[config.mk]
export PLATFORM = sky130hd
export DESIGN_NAME = alu_nibble_seq
export DESIGN_NICKNAME = d
export VERILOG_FILES = /design/src/rtl/alu_seq_pkg.sv /design/src/rtl/alu_nibble_seq_accum.sv /design/src/rtl/alu_nibble_seq.sv
export SDC_FILE = /design/constraint.sdc
export NUM_CORES = 1
export LEC_CHECK = 0
export ABC_AREA = 0
export CORE_UTILIZATION = 50
export DETAILED_ROUTE_END_ITERATION = 8
export DONT_BUFFER_PORTS = 1
export GPL_TIMING_DRIVEN = 1
export PLACE_DENSITY = 0.72
export SYNTH_ARGS = -nofsm -noshare
export SYNTH_HDL_FRONTEND = slang
export SYNTH_SLANG_ARGS = --single-unit
[constraint.sdc]
create_clock -name clk -period 1.9 [get_ports clk]
set_clock_uncertainty 0.15 [all_clocks]
set_input_delay 0.38 -clock clk [delete_from_list [all_inputs] [get_ports clk]]
set_output_delay 0.38 -clock clk [all_outputs]
set_load 0.05 [all_outputs]
[src/rtl/alu_seq_pkg.sv]
// Shared types and constants for the nibble-serial ALU sequencer.
// Optional status flags are enabled with the ALU_SEQ_FLAGS_EN macro.
package alu_seq_pkg;

    // Sequencer states
    typedef enum logic [1:0] {
        ST_IDLE = 2'd0,
        ST_RUN  = 2'd1,
        ST_DONE = 2'd2
    } state_e;

    // Bit positions inside the slice control word {ex,nx,ey,ny,f,no}
    localparam int CB_EX = 5;
    localparam int CB_NX = 4;
    localparam int CB_EY = 3;
    localparam int CB_NY = 2;
    localparam int CB_F  = 1;
    localparam int CB_NO = 0;

    // Common control words; X+1 is ADD with y disabled and carry-in set
    localparam logic [5:0] OPC_ADD = 6'h2A;
    localparam logic [5:0] OPC_AND = 6'h28;

    // Width of the nibble counter; at least one bit even for a single nibble
    function automatic int cnt_width(input int n);
        return (n > 1) ? $clog2(n) : 1;
    endfunction

endpackage

[src/rtl/alu_nibble_seq_accum.sv]
// nibble_accum: assembles the W-bit result one nibble at a time.
// With ALU_SEQ_FLAGS_EN it also produces zero/neg flags using a running
// all-nibbles-zero bit instead of a full-width compare.
module nibble_accum
    import alu_seq_pkg::*;
#(
    parameter int NIBBLES = 4,
    localparam int W  = 4 * NIBBLES,
    localparam int KW = cnt_width(NIBBLES)
) (
    input  logic          clk,
    input  logic          reset,
    input  logic          we,
    input  logic [KW-1:0] k,
    input  logic [3:0]    nib,
`ifdef ALU_SEQ_FLAGS_EN
    input  logic          last,
    output logic          zero,
    output logic          neg,
`endif
    output logic [W-1:0]  result
);

    genvar gi;
    generate
        for (gi = 0; gi < NIBBLES; gi++) begin : g_nib
            logic [3:0] nib_q;
            logic [3:0] nib_d;

            // Capture the slice output into this nibble when it is the one in flight
            always_comb begin
                nib_d = nib_q;
                if (we && (k == KW'(gi))) begin
                    nib_d = nib;
                end
            end

            // Nibble storage; cleared on reset so an aborted operation leaves 0
            always_ff @(posedge clk) begin
                if (reset) begin
                    nib_q <= 4'h0;
                end else begin
                    nib_q <= nib_d;
                end
            end

            assign result[gi*4 +: 4] = nib_q;
        end
    endgenerate

`ifdef ALU_SEQ_FLAGS_EN
    logic allz_q, allz_d;
    logic zero_q, zero_d;
    logic neg_q,  neg_d;
    logic run_zero;

    // Running zero tracker restarts at nibble 0; flags commit with the final nibble
    always_comb begin
        allz_d   = allz_q;
        zero_d   = zero_q;
        neg_d    = neg_q;
        run_zero = ((k == '0) ? 1'b1 : allz_q) & (nib == 4'h0);
        if (we) begin
            allz_d = run_zero;
            if (last) begin
                zero_d = run_zero;
                neg_d  = nib[3];
            end
        end
    end

    // Flag registers
    always_ff @(posedge clk) begin
        if (reset) begin
            allz_q <= 1'b0;
            zero_q <= 1'b0;
            neg_q  <= 1'b0;
        end else begin
            allz_q <= allz_d;
            zero_q <= zero_d;
            neg_q  <= neg_d;
        end
    end

    assign zero = zero_q;
    assign neg  = neg_q;
`endif

endmodule

[src/rtl/alu_nibble_seq.sv]
// alu_nibble_seq: runs a W-bit ALU operation through one external 4-bit
// slice, LSB nibble first, chaining the slice carry between nibbles.
// Define ALU_SEQ_FLAGS_EN to add registered zero/neg result flags.
module alu_nibble_seq
    import alu_seq_pkg::*;
#(
    parameter int NIBBLES = 4,
    localparam int W  = 4 * NIBBLES,
    localparam int KW = cnt_width(NIBBLES)
) (
    input  logic         clk,
    input  logic         reset,
    input  logic         start,
    input  logic [W-1:0] op_x,
    input  logic [W-1:0] op_y,
    input  logic [5:0]   op_c,
    input  logic         op_cin,
    output logic         busy,
    output logic         done,
    output logic [W-1:0] result,
    output logic         cout,
`ifdef ALU_SEQ_FLAGS_EN
    output logic         zero,
    output logic         neg,
`endif
    output logic [3:0]   slice_x,
    output logic [3:0]   slice_y,
    output logic [5:0]   slice_c,
    output logic         slice_cin,
    input  logic [3:0]   slice_out,
    input  logic         slice_cout
);

    localparam logic [KW-1:0] K_LAST = KW'(NIBBLES - 1);

    state_e        state_q, state_d;
    logic [KW-1:0] k_q,     k_d;
    logic [W-1:0]  x_q,     x_d;
    logic [W-1:0]  y_q,     y_d;
    logic [5:0]    c_q,     c_d;
    logic          cin_q,   cin_d;
    logic          carry_q, carry_d;
    logic          cout_q,  cout_d;

    logic          acc_we;
    logic          acc_last;

    // State, counter, latched operands and carry registers
    always_ff @(posedge clk) begin
        if (reset) begin
            state_q <= ST_IDLE;
            k_q     <= '0;
            x_q     <= '0;
            y_q     <= '0;
            c_q     <= 6'h00;
            cin_q   <= 1'b0;
            carry_q <= 1'b0;
            cout_q  <= 1'b0;
        end else begin
            state_q <= state_d;
            k_q     <= k_d;
            x_q     <= x_d;
            y_q     <= y_d;
            c_q     <= c_d;
            cin_q   <= cin_d;
            carry_q <= carry_d;
            cout_q  <= cout_d;
        end
    end

    // Next-state: accept start in IDLE or DONE, step nibbles in RUN
    always_comb begin
        state_d = state_q;
        k_d     = k_q;
        x_d     = x_q;
        y_d     = y_q;
        c_d     = c_q;
        cin_d   = cin_q;
        carry_d = carry_q;
        cout_d  = cout_q;
        case (state_q)
            ST_RUN: begin
                carry_d = slice_cout;
                if (k_q == K_LAST) begin
                    cout_d  = slice_cout;
                    state_d = ST_DONE;
                end else begin
                    k_d = k_q + 1'b1;
                end
            end
            default: begin
                // IDLE and DONE behave alike: DONE allows a back-to-back start
                if (start) begin
                    x_d     = op_x;
                    y_d     = op_y;
                    c_d     = op_c;
                    cin_d   = op_cin;
                    k_d     = '0;
                    state_d = ST_RUN;
                end else begin
                    state_d = ST_IDLE;
                end
            end
        endcase
    end

    // Outputs: status, slice operand muxing and accumulator write control
    always_comb begin
        busy      = (state_q == ST_RUN);
        done      = (state_q == ST_DONE);
        slice_x   = x_q[k_q*4 +: 4];
        slice_y   = y_q[k_q*4 +: 4];
        slice_c   = c_q;
        slice_cin = (k_q == '0) ? cin_q : carry_q;
        acc_we    = (state_q == ST_RUN);
        acc_last  = (k_q == K_LAST);
    end

    nibble_accum #(
        .NIBBLES (NIBBLES)
    ) u_accum (
        .clk    (clk),
        .reset  (reset),
        .we     (acc_we),
        .k      (k_q),
        .nib    (slice_out),
`ifdef ALU_SEQ_FLAGS_EN
        .last   (acc_last),
        .zero   (zero),
        .neg    (neg),
`endif
        .result (result)
    );

`ifndef ALU_SEQ_FLAGS_EN
    // Only the flag tracker consumes the last-nibble indication
    logic unused_last;
    assign unused_last = acc_last;
`endif

    assign cout = cout_q;

endmodule

Yosys cells after proc, flatten, opt, wreduce, memory -nomap -nowiden
Cells that the tools add are included.
{"block": "totals", "memories": 0, "regBits": 61, "wordCells": 39, "rom_bits": 0, "latchBits": 0, "ram_bits": 0}
{"block": "op_classes", "magnitude_cmp": 0, "div_mod_pow": 0, "mux": 7, "add_sub_neg": 1, "eq_ne": 7, "n_shift": 2, "multipliers": 0, "n_bitwise": 1, "n_reduce_logical": 9}
{"op": "variable part select 16 x 5 -> 4 bit", "count": 2}
{"op": "2-to-1 mux 2 bit", "count": 5}
{"op": "equality test 2 bit, second input constant", "count": 3}
{"op": "AND reduction 2 bit", "count": 3}
{"op": "equality test 2 x 1 -> 1 bit, second input constant", "count": 2}
{"op": "logical AND 1 bit", "count": 4}
{"op": "inequality test 2 bit, second input constant", "count": 2}
{"op": "adder 2 x 1 -> 2 bit, second input constant", "count": 1}
{"op": "zero test 2 bit", "count": 1}
{"op": "2-to-1 mux 1 bit", "count": 2}
{"op": "nonzero test 2 bit", "count": 1}
{"op": "inverter 1 bit", "count": 1}

Longest topological paths before layout
Gate-level depths: netlist of run 1.
{"block": "depth", "word_depth": 3, "ltp_mapped": 6, "depth_no_buf": 5}

Cells and area by module
A second synthesis of run 1 with hierarchy kept.
{"block": "unflattened", "cells_unflattened": 282, "area_unflattened_um2": 2637.5}
{"module": "alu_nibble_seq", "seq_area_each_um2": 900.9, "cells_per_inst": 222, "area_each_um2": 1984.4, "instances": 1}
{"module": "nibble_accum", "seq_area_each_um2": 320.3, "cells_per_inst": 60, "area_each_um2": 653.1, "instances": 1}

Least setup slack after synthesis of run 1
OpenSTA, ideal clock, no wires.
{"block": "synth_timing", "path_kind": "register to output", "start": "register k_q[0]", "end": "output port slice_cin", "arrival_time_ns": 1.377, "slack_ns": -0.007, "stages_incl_launch_ff": 5, "cell_sequence": "dfxtp_1 -> buf_2 -> inv_1 -> ha_1 -> mux2_2"}
{"block": "synth_between", "elab_chain_cells": 2}
{"element": "from (decl)", "line": "alu_nibble_seq.sv:37", "text": "logic [KW-1:0] k_q, k_d;"}
{"element": "from (signal assigned)", "line": "alu_nibble_seq.sv:61", "text": "k_q <= k_d;"}
{"element": "zero test 2 bit", "line": "alu_nibble_seq.sv:114", "text": "slice_cin = (k_q == '0) ? cin_q : carry_q;"}
{"element": "2-to-1 mux 1 bit", "line": "alu_nibble_seq.sv:114"}
{"element": "to (decl)", "line": "alu_nibble_seq.sv:29", "text": "output logic slice_cin,"}
No other way between the ends.

Final worst setup path of run 1
{"block": "layout_timing", "start": "register k_q[0]", "end": "output port slice_x[3]"}
{"block": "layout_between", "elab_chain_cells": 1}
{"element": "variable part select 16 x 5 -> 4 bit", "line": "alu_nibble_seq.sv:111", "text": "slice_x = x_q[k_q*4 +: 4];"}
{"element": "to (decl)", "line": "alu_nibble_seq.sv:26", "text": "output logic [3:0] slice_x,"}
No other way between the ends.

==> metrics.csv, run 1 <==
stage,metric,value,unit
min_path,beginning of the worst hold path,reset,
worst_setup_path,worst setup path class,flip-flop to output pin,
worst_setup_path,CP Launch Type,flip-flop,
sta,worst slew pin tran,530,ps
routing,drt via density,5.93,
worst_setup_path,worst path bufs/invs,1,
worst_setup_path,Reg-to-Reg End,u_accum.g_nib[3].nib_q[3],
cells_and_area,layout cells sized above 1,0.205,
power,leakage,0.970,nW
cells_and_area,final instance area,2910,µm²
worst_setup_path,critical path required time,1370,ps
min_path,WHS Path Cells,1,
cells_and_area,P&R area growth vs syn,8.49,%
die,core box area,5140,µm²
global_route,initial antenna violation count,0,
synthesis,register area share after synthesis,0.455,
clock_network,Root Buffer,clkbuf_8,
worst_setup_path,CP Depth,2,
synthesis,Yosys warning count,0,
clock_network,Max Root-Sink Buffers,2,
synthesis,Synth Register Bits,61,
synthesis,"EDFF count, synth",0,
clock_network,CTS buffer count,9,
worst_setup_path,worst reg-to-reg path cell count,6,
sta,min Tclk post-route,2040,ps
sta,Finish-stage setup viols,9,
die,I/O pin count,81,
clock_network,worst skew pair latency,330,ps
clock_network,H-tree depth,3,
clock_network,CTS Sinks,61,
worst_setup_path,"Max stage delay cell, worst path",mux4_2,
synthesis,Compound-Gate Fraction of Synth Area,0.220,
synthesis,syn_area_per_cell,9.12,µm²
global_route,total gr overflow,0,
synthesis,top post-synthesis cells by area,"dfxtp_1, nand3_1, a21oi_1",
placement,post-placement cell area,2680,µm²
worst_setup_path,CP endpoint kind,output pin,
die,Starting Density,0.522,
global_route,total global-route track usage,0.225,
sta,Slew headroom,0.646,
die,Die Width,75.2,µm
synthesis,synthesized-area fraction occupied by adder cells,0.0187,
synthesis,combinational family with the most area after synthesis,compound AO/OA/AOI/OAI gates,
die,Die Y-Extent,75.2,µm
routing,Vias,2151,
global_route,pin count of the biggest net entering global routing,63,
run_status,status,"complete, but fails checks",
routing,First-pass DRT Iterations,4,
sta,f_max,0.491,GHz
worst_setup_path,Crit path largest cell delay,670,ps
synthesis,Yosys top cell by area,dfxtp_1,
sta,period utilisation layout,1.07,
die,number of core rows,26,
placement,port bufs,0,
synthesis,syn nets,345,
power,Tot Pwr,2.78,mW
cells_and_area,fin util,0.566,
synthesis,Post-synth ARST share,0,
sta,fin. max-slew vios,0,
worst_setup_path,worst path cell trace,"buf_6, mux4_2",
worst_setup_path,critical-path maximum fanout,4,
routing,DR WL/cell,16.7,µm
cells_and_area,# fillers,491,
global_route,global-route wire length before repair,9380,µm
synthesis,mux contribution to synthesized area,0.0714,
synthesis,Synth Area in XOR/XNOR,0,
worst_setup_path,end of the critical path,slice_x[3],
routing,DRC,0,
run_status,failing checks,"negative hold slack, negative setup slack",
synthesis,Synth cell types,24,
synthesis,most common cell in the netlist,dfxtp_1,
worst_setup_path,Worst Path Arrival,1510,ps
die,die area,5660,µm²
cells_and_area,final net count,339,
global_route,vias in the first global route,2006,
synthesis,Netlist Area Pre-Place,2680,µm²
sta,RSZ-0062 raised after global routing,true,
clock_network,"CTS clk-pin slew, worst paths",70,ps
placement,Final GP Congestion,0.701,
worst_setup_path,Critical R2R Launch,k_q[0],
min_path,HP Class,input pin to flip-flop,
sta,Hold WS,-43.4,ps
synthesis,share of the synthesized area in the top cell type,0.455,
sta,Hold Fails Final Rpt,50,
placement,DP Wirelength,3740,µm
power,pwr/cell area,955,nW/µm²
worst_setup_path,"delay-heaviest family, CP",multiplexers,
synthesis,ys flop type,dfxtp_1,
clock_network,CTS tree,done,
cells_and_area,Antenna diodes,0,
synthesis,Cells after Synth,294,
routing,Antenna Nets Post-Route,0,
synthesis,simple-gate share of the synthesized area,0.161,
run,Max Cap Violations,0,
worst_setup_path,Crit. Startpoint,k_q[0],
routing,DR iter-0 viols,166,
routing,DRT Wirelength,6070,µm
synthesis,Post-synth top cells,"dfxtp_1, nand3_1, a21oi_1",
power,maximum vdd drop,417,µV
worst_setup_path,flop2flop setup slack,310,ps
sta,Setup WS post-layout,-138,ps
## cells by family (layout without fill, tap and decap cells)
group	Yosys count	in the layout
AOI/OAI and AO/OA	101	101
and+or+nand+nor	86	86
DFF	61	61
buffers and inverters	33	32
muxes	9	9
adders and majority gates	4	4
## area by class of cell
| cell class | count | area [µm²] | share of cell area |
|---|---|---|---|
| flip-flops and latches | 61 | 1230 | 0.422 |
| clock buffers | 15 | 166 | 0.0572 |
| multi-input cells | 200 | 1280 | 0.441 |
| clock inverters | 1 | 5.00 | 0.00172 |
| repair buffers | 12 | 114 | 0.0391 |
| well taps | 70 | 87.6 | 0.0301 |
| inverters | 4 | 27.5 | 0.00946 |
## sequential cells by signal, indices dropped and copies added, names as in the netlist
signal               cells
u_accum.g_nib.nib_q     16
x_q                     16
y_q                     16
slice_c                  6
k_q                      2
state_q                  2
carry_q                  1
cin_q                    1
cout                     1
## per-stage QoR
| stage | instances | hold slack [ps] | TNS (ps) | setup WS (ps) |
|---|---|---|---|---|
| after floorplan | 294 | 286 | 0 | 77.4 |
| after global placement | 344 | 291 | 0 | 130 |
| after detailed placement | 344 | 294 | 0 | 118 |
| after CTS | 363 | -59.4 | -1090 | -144 |
| after global routing | 363 | -61.0 | -1340 | -169 |
| final | 363 | -43.4 | -1020 | -138 |
## cells in the final DEF, fill, tap and decap left out
cell type / count
a21oi_1: 48
a21oi_2: 11
and2b_1: 1
buf_12: 1
buf_4: 8
buf_6: 3
clkbuf_1: 4
clkbuf_8: 11
clkinv_1: 1
clkinv_2: 1
clkinv_8: 1
dfxtp_1: 59
dfxtp_2: 1
dfxtp_4: 1
ha_1: 3
ha_4: 1
inv_1: 2
mux2_4: 1
mux4_2: 8
nand2_1: 19
nand2b_2: 1
nand2b_4: 1
nand3_1: 56
nand3b_1: 5
nor2_1: 2
o211ai_1: 2
o21ai_1: 30
o21ai_2: 10
or3b_1: 1
## report_power, final
group          switching (mW)  internal (mW)  leakage, nW  total (mW)
Sequential             0.0904           1.34        0.500        1.43
Clock                   0.479          0.545       0.0877        1.02
Combinational           0.206          0.118        0.383       0.324
## routing by layer
layer	up-vias	global-route usage	part of all wire
li1	1045	-	-
met1	1026	0.275	0.44
met2	70	0.361	0.47
met3	10	0.0803	0.076
met4	0	0.0967	0.015
met5	-	0	0
## how the worst min path moves through the flow
| stage | endpoint |
|---|---|
| global route | y_q[3] |
| CTS | k_q[0] |
| global placement | carry_q |
| floorplan | carry_q |
| finish | y_q[3] |
| detailed placement | carry_q |
## timing repair
action / CTS / global route
setup buffers: 3 / 0
setup endpoints to repair: 9 / 10
resized for setup: 8 / 1
endpoints found under the hold margin: 61 / 61
(Power assumes the default switching activity.)
==> run 2, diff against run 1 <==
--- a/config.mk
+++ b/config.mk
@@ -6,6 +6,7 @@
 export NUM_CORES = 1
 export LEC_CHECK = 0
 export ABC_AREA = 0
+export CORE_ASPECT_RATIO = 2
 export CORE_UTILIZATION = 50
 export DETAILED_ROUTE_END_ITERATION = 8
 export DONT_BUFFER_PORTS = 1
@@ -13,4 +14,5 @@
 export PLACE_DENSITY = 0.72
 export SYNTH_ARGS = -nofsm -noshare
 export SYNTH_HDL_FRONTEND = slang
+export SYNTH_HIERARCHICAL = 1
 export SYNTH_SLANG_ARGS = --single-unit
==> run 2 against run 1 <==
The flow finishes with violations (negative setup slack); total power is 1.8% higher; sequential share of layout area is 1.1 points lower; area after synthesis is 1.6% lower; sequential power hardly changed; cell count is 5.2% lower; clock-buffer cell count is 2 lower.
==> metrics.csv, run 2 <==
stage,metric,value,unit,change
sta,worst slew pin tran,529,ps,-1.44 ps
cells_and_area,"commonest non-fill, non-tap cell in the layout",dfxtp_1,,
placement,placed cell count,325,,-5.5%
worst_setup_path,critical path required time,1370,ps,about the same
power,Tot Pwr,2.83,mW,+1.8%
sta,min Tclk post-route,2060,ps,+25.5 ps
worst_setup_path,worst setup path class,flip-flop to output pin,,
die,Starting Density,0.518,,-0.00373
cells_and_area,"commonest non-fill, non-tap cells in the layout","dfxtp_1, nand3_1, a21oi_1",,
synthesis,Post-synth ARST share,0,,unchanged
cells_and_area,# fillers,476,,-3.1%
sta,Hold Fails Final Rpt,0,,-100%
synthesis,Synth cell types,27,,+13%
sta,fin. max-slew vios,0,,unchanged
sta,period utilisation layout,1.09,,+0.0134
cells_and_area,final net count,332,,-2.1%
sta,Finish-stage setup viols,9,,unchanged
placement,DP Wirelength,4090,µm,+9.3%
worst_setup_path,critical-path maximum fanout,6,,+2
routing,drt via density,6.05,,+2.1%
synthesis,Synth Register Bits,61,,unchanged
cells_and_area,Antenna diodes,0,,unchanged
worst_setup_path,Crit path largest cell delay,660,ps,about the same
die,Die Y-Extent,105,µm,+39%
run_status,status,"complete, but fails checks",,
worst_setup_path,Worst Path Arrival,1530,ps,+20 ps
power,leakage,1.14,nW,+17%
run,Max Cap Violations,0,,unchanged
placement,Placement Setup Slack,61.5,ps,-56.1 ps
die,Die Width,53.4,µm,-29%
clock_network,Max Root-Sink Buffers,2,,unchanged
synthesis,Yosys top cell by area,dfxtp_1,,
synthesis,most common cell in the netlist,dfxtp_1,,
global_route,initial antenna violation count,0,,unchanged
global_route,pin count of the biggest net entering global routing,46,,-27%
clock_network,Root Buffer,clkbuf_8,,
routing,First-pass DRT Iterations,4,,unchanged
synthesis,top post-synthesis cells by area,"dfxtp_1, nand3_1, a21oi_1",,
worst_setup_path,CP Launch Type,flip-flop,,
synthesis,syn nets,331,,-4.1%
cells_and_area,layout cells sized above 1,0.161,,-0.0439
routing,DRT Wirelength,6250,µm,+3.0%
cells_and_area,Post-Layout Cell Count,344,,-5.2%
run_status,failing checks,negative setup slack,,
clock_network,CTS buffer count,9,,unchanged
clock_network,"CTS clk-pin slew, worst paths",60,ps,about the same
clock_network,worst skew pair latency,330,ps,about the same
die,die area,5590,µm²,-1.3%
placement,port bufs,0,,unchanged
global_route,vias in the first global route,2026,,+1.0%
worst_setup_path,"Max stage delay cell, worst path",mux4_2,,
routing,Antenna Nets Post-Route,0,,unchanged
power,maximum vdd drop,611,µV,+47%
power,pwr/cell area,948,nW/µm²,-0.74%
synthesis,Post-synth top cells,"dfxtp_1, nand3_1, a21oi_1",,
clock_network,CTS tree,done,,
die,core box area,5090,µm²,-0.93%
sta,RSZ-0062 raised after global routing,true,,
worst_setup_path,"delay-heaviest family, CP",multiplexers,,
synthesis,Cells after Synth,282,,-4.1%
clock_network,H-tree depth,3,,unchanged
global_route,total gr overflow,0,,unchanged
sta,Slew headroom,0.647,,+0.000960
routing,DR iter-0 viols,92,,-45%
synthesis,"EDFF count, synth",0,,unchanged
synthesis,register area share after synthesis,0.463,,+0.00756
synthesis,share of the synthesized area in the top cell type,0.463,,+0.00756
die,I/O pin count,81,,unchanged
worst_setup_path,worst path cell trace,"buf_8, mux4_2",,
worst_setup_path,CP endpoint kind,output pin,,
worst_setup_path,worst path bufs/invs,1,,unchanged
sta,final setup TNS,-1360,ps,-343 ps
clock_network,CTS Sinks,61,,unchanged
placement,Final GP Congestion,0.782,,+11%
synthesis,syn_area_per_cell,9.35,µm²,+2.6%
min_path,HP Class,input pin to flip-flop,,
routing,DR WL/cell,18.2,µm,+8.7%
synthesis,Yosys warning count,6,,+6
global_route,global-route wire length before repair,9710,µm,+3.5%
synthesis,Netlist Area Pre-Place,2640,µm²,-1.6%
routing,Vias,2081,,-3.3%
sta,f_max,0.485,GHz,-1.2%
cells_and_area,Largest regs,"u_accum/g_nib.nib_q: 16 flops, x_q: 16 flops, y_q: 16 flops",,
routing,DRC,0,,unchanged
sta,Setup WS post-layout,-163,ps,-25.5 ps
synthesis,ys flop type,dfxtp_1,,
global_route,total global-route track usage,0.243,,+0.0181
cells_and_area,P&R area growth vs syn,13.1,%,
die,number of core rows,37,,+42%
==> run 2: final timing paths <==
check | start | endpoint | slack, ps | cells past startpoint
setup / recovery | k_q[0] | slice_y[0] | -160 | 2
hold / removal | op_c[5] | slice_c[5] | 40 | 2
setup reg to reg | state_q[1] | u_accum/g_nib[1].nib_q[1] | 180 | 5
hold reg to reg | carry_q | carry_q | 320 | 2
==> run 2: per-stage QoR <==
step | utilization | cell area [µm²] | hold WS (ps)
global route | 0.586 | 2980 | 18.5
CTS | 0.581 | 2960 | 27.4
finish | 0.586 | 2980 | 36.6
detailed placement | 0.527 | 2680 | 306
floorplan | - | 2640 | 284
global placement | 0.527 | 2680 | 289
==> run 2: power by group <==
part	internal, mW	switching, mW	total (mW)
Clock	0.599	0.455	1.05
Sequential	1.34	0.0912	1.43
Combinational	0.142	0.201	0.343
==> run 2: per-layer routing <==
metal	up-vias	track usage	wire length, µm
li1	1009	-	-
met1	994	0.240	2260
met2	66	0.417	3410
met3	12	0.0961	426
met4	0	0.115	153
met5	-	0	0
==> run 2: what timing repair did <==
item,4_1_cts,5_1_grt
cloned,1,0
buffers inserted,1,2
resized for setup,12,2
hold buffers,1,0
setup endpoints to repair,9,9
hold endpoints to repair,45,0
==> run 2: area by class of cell <==
cell class	instances	area [µm²]	share of cell area
Sequential cell	61	1220	0.411
Timing Repair Buffer	18	224	0.0751
Tap cell	58	72.6	0.0243
Inverter	4	20.0	0.00671
Clock inverter	1	5.00	0.00168
Multi-Input combinational cell	189	1260	0.422
Clock buffer	13	179	0.0600
==> run 2: kinds of logic after synthesis <==
| group | synth area share |
|---|---|
| mux | 0.136 |
| fa+ha+maj | 0.00949 |
| simple gates | 0.165 |
| buf+inv | 0.0659 |
| compound gates | 0.160 |
| flops | 0.463 |
==> run 2: worst reg2reg max path, cell delays in order, from the launching register on <==
cell	delay, ps
dfxtp_1	330
nand2b_2	220
inv_6	150
buf_4	270
nand3b_1	290
mux2i_1	190
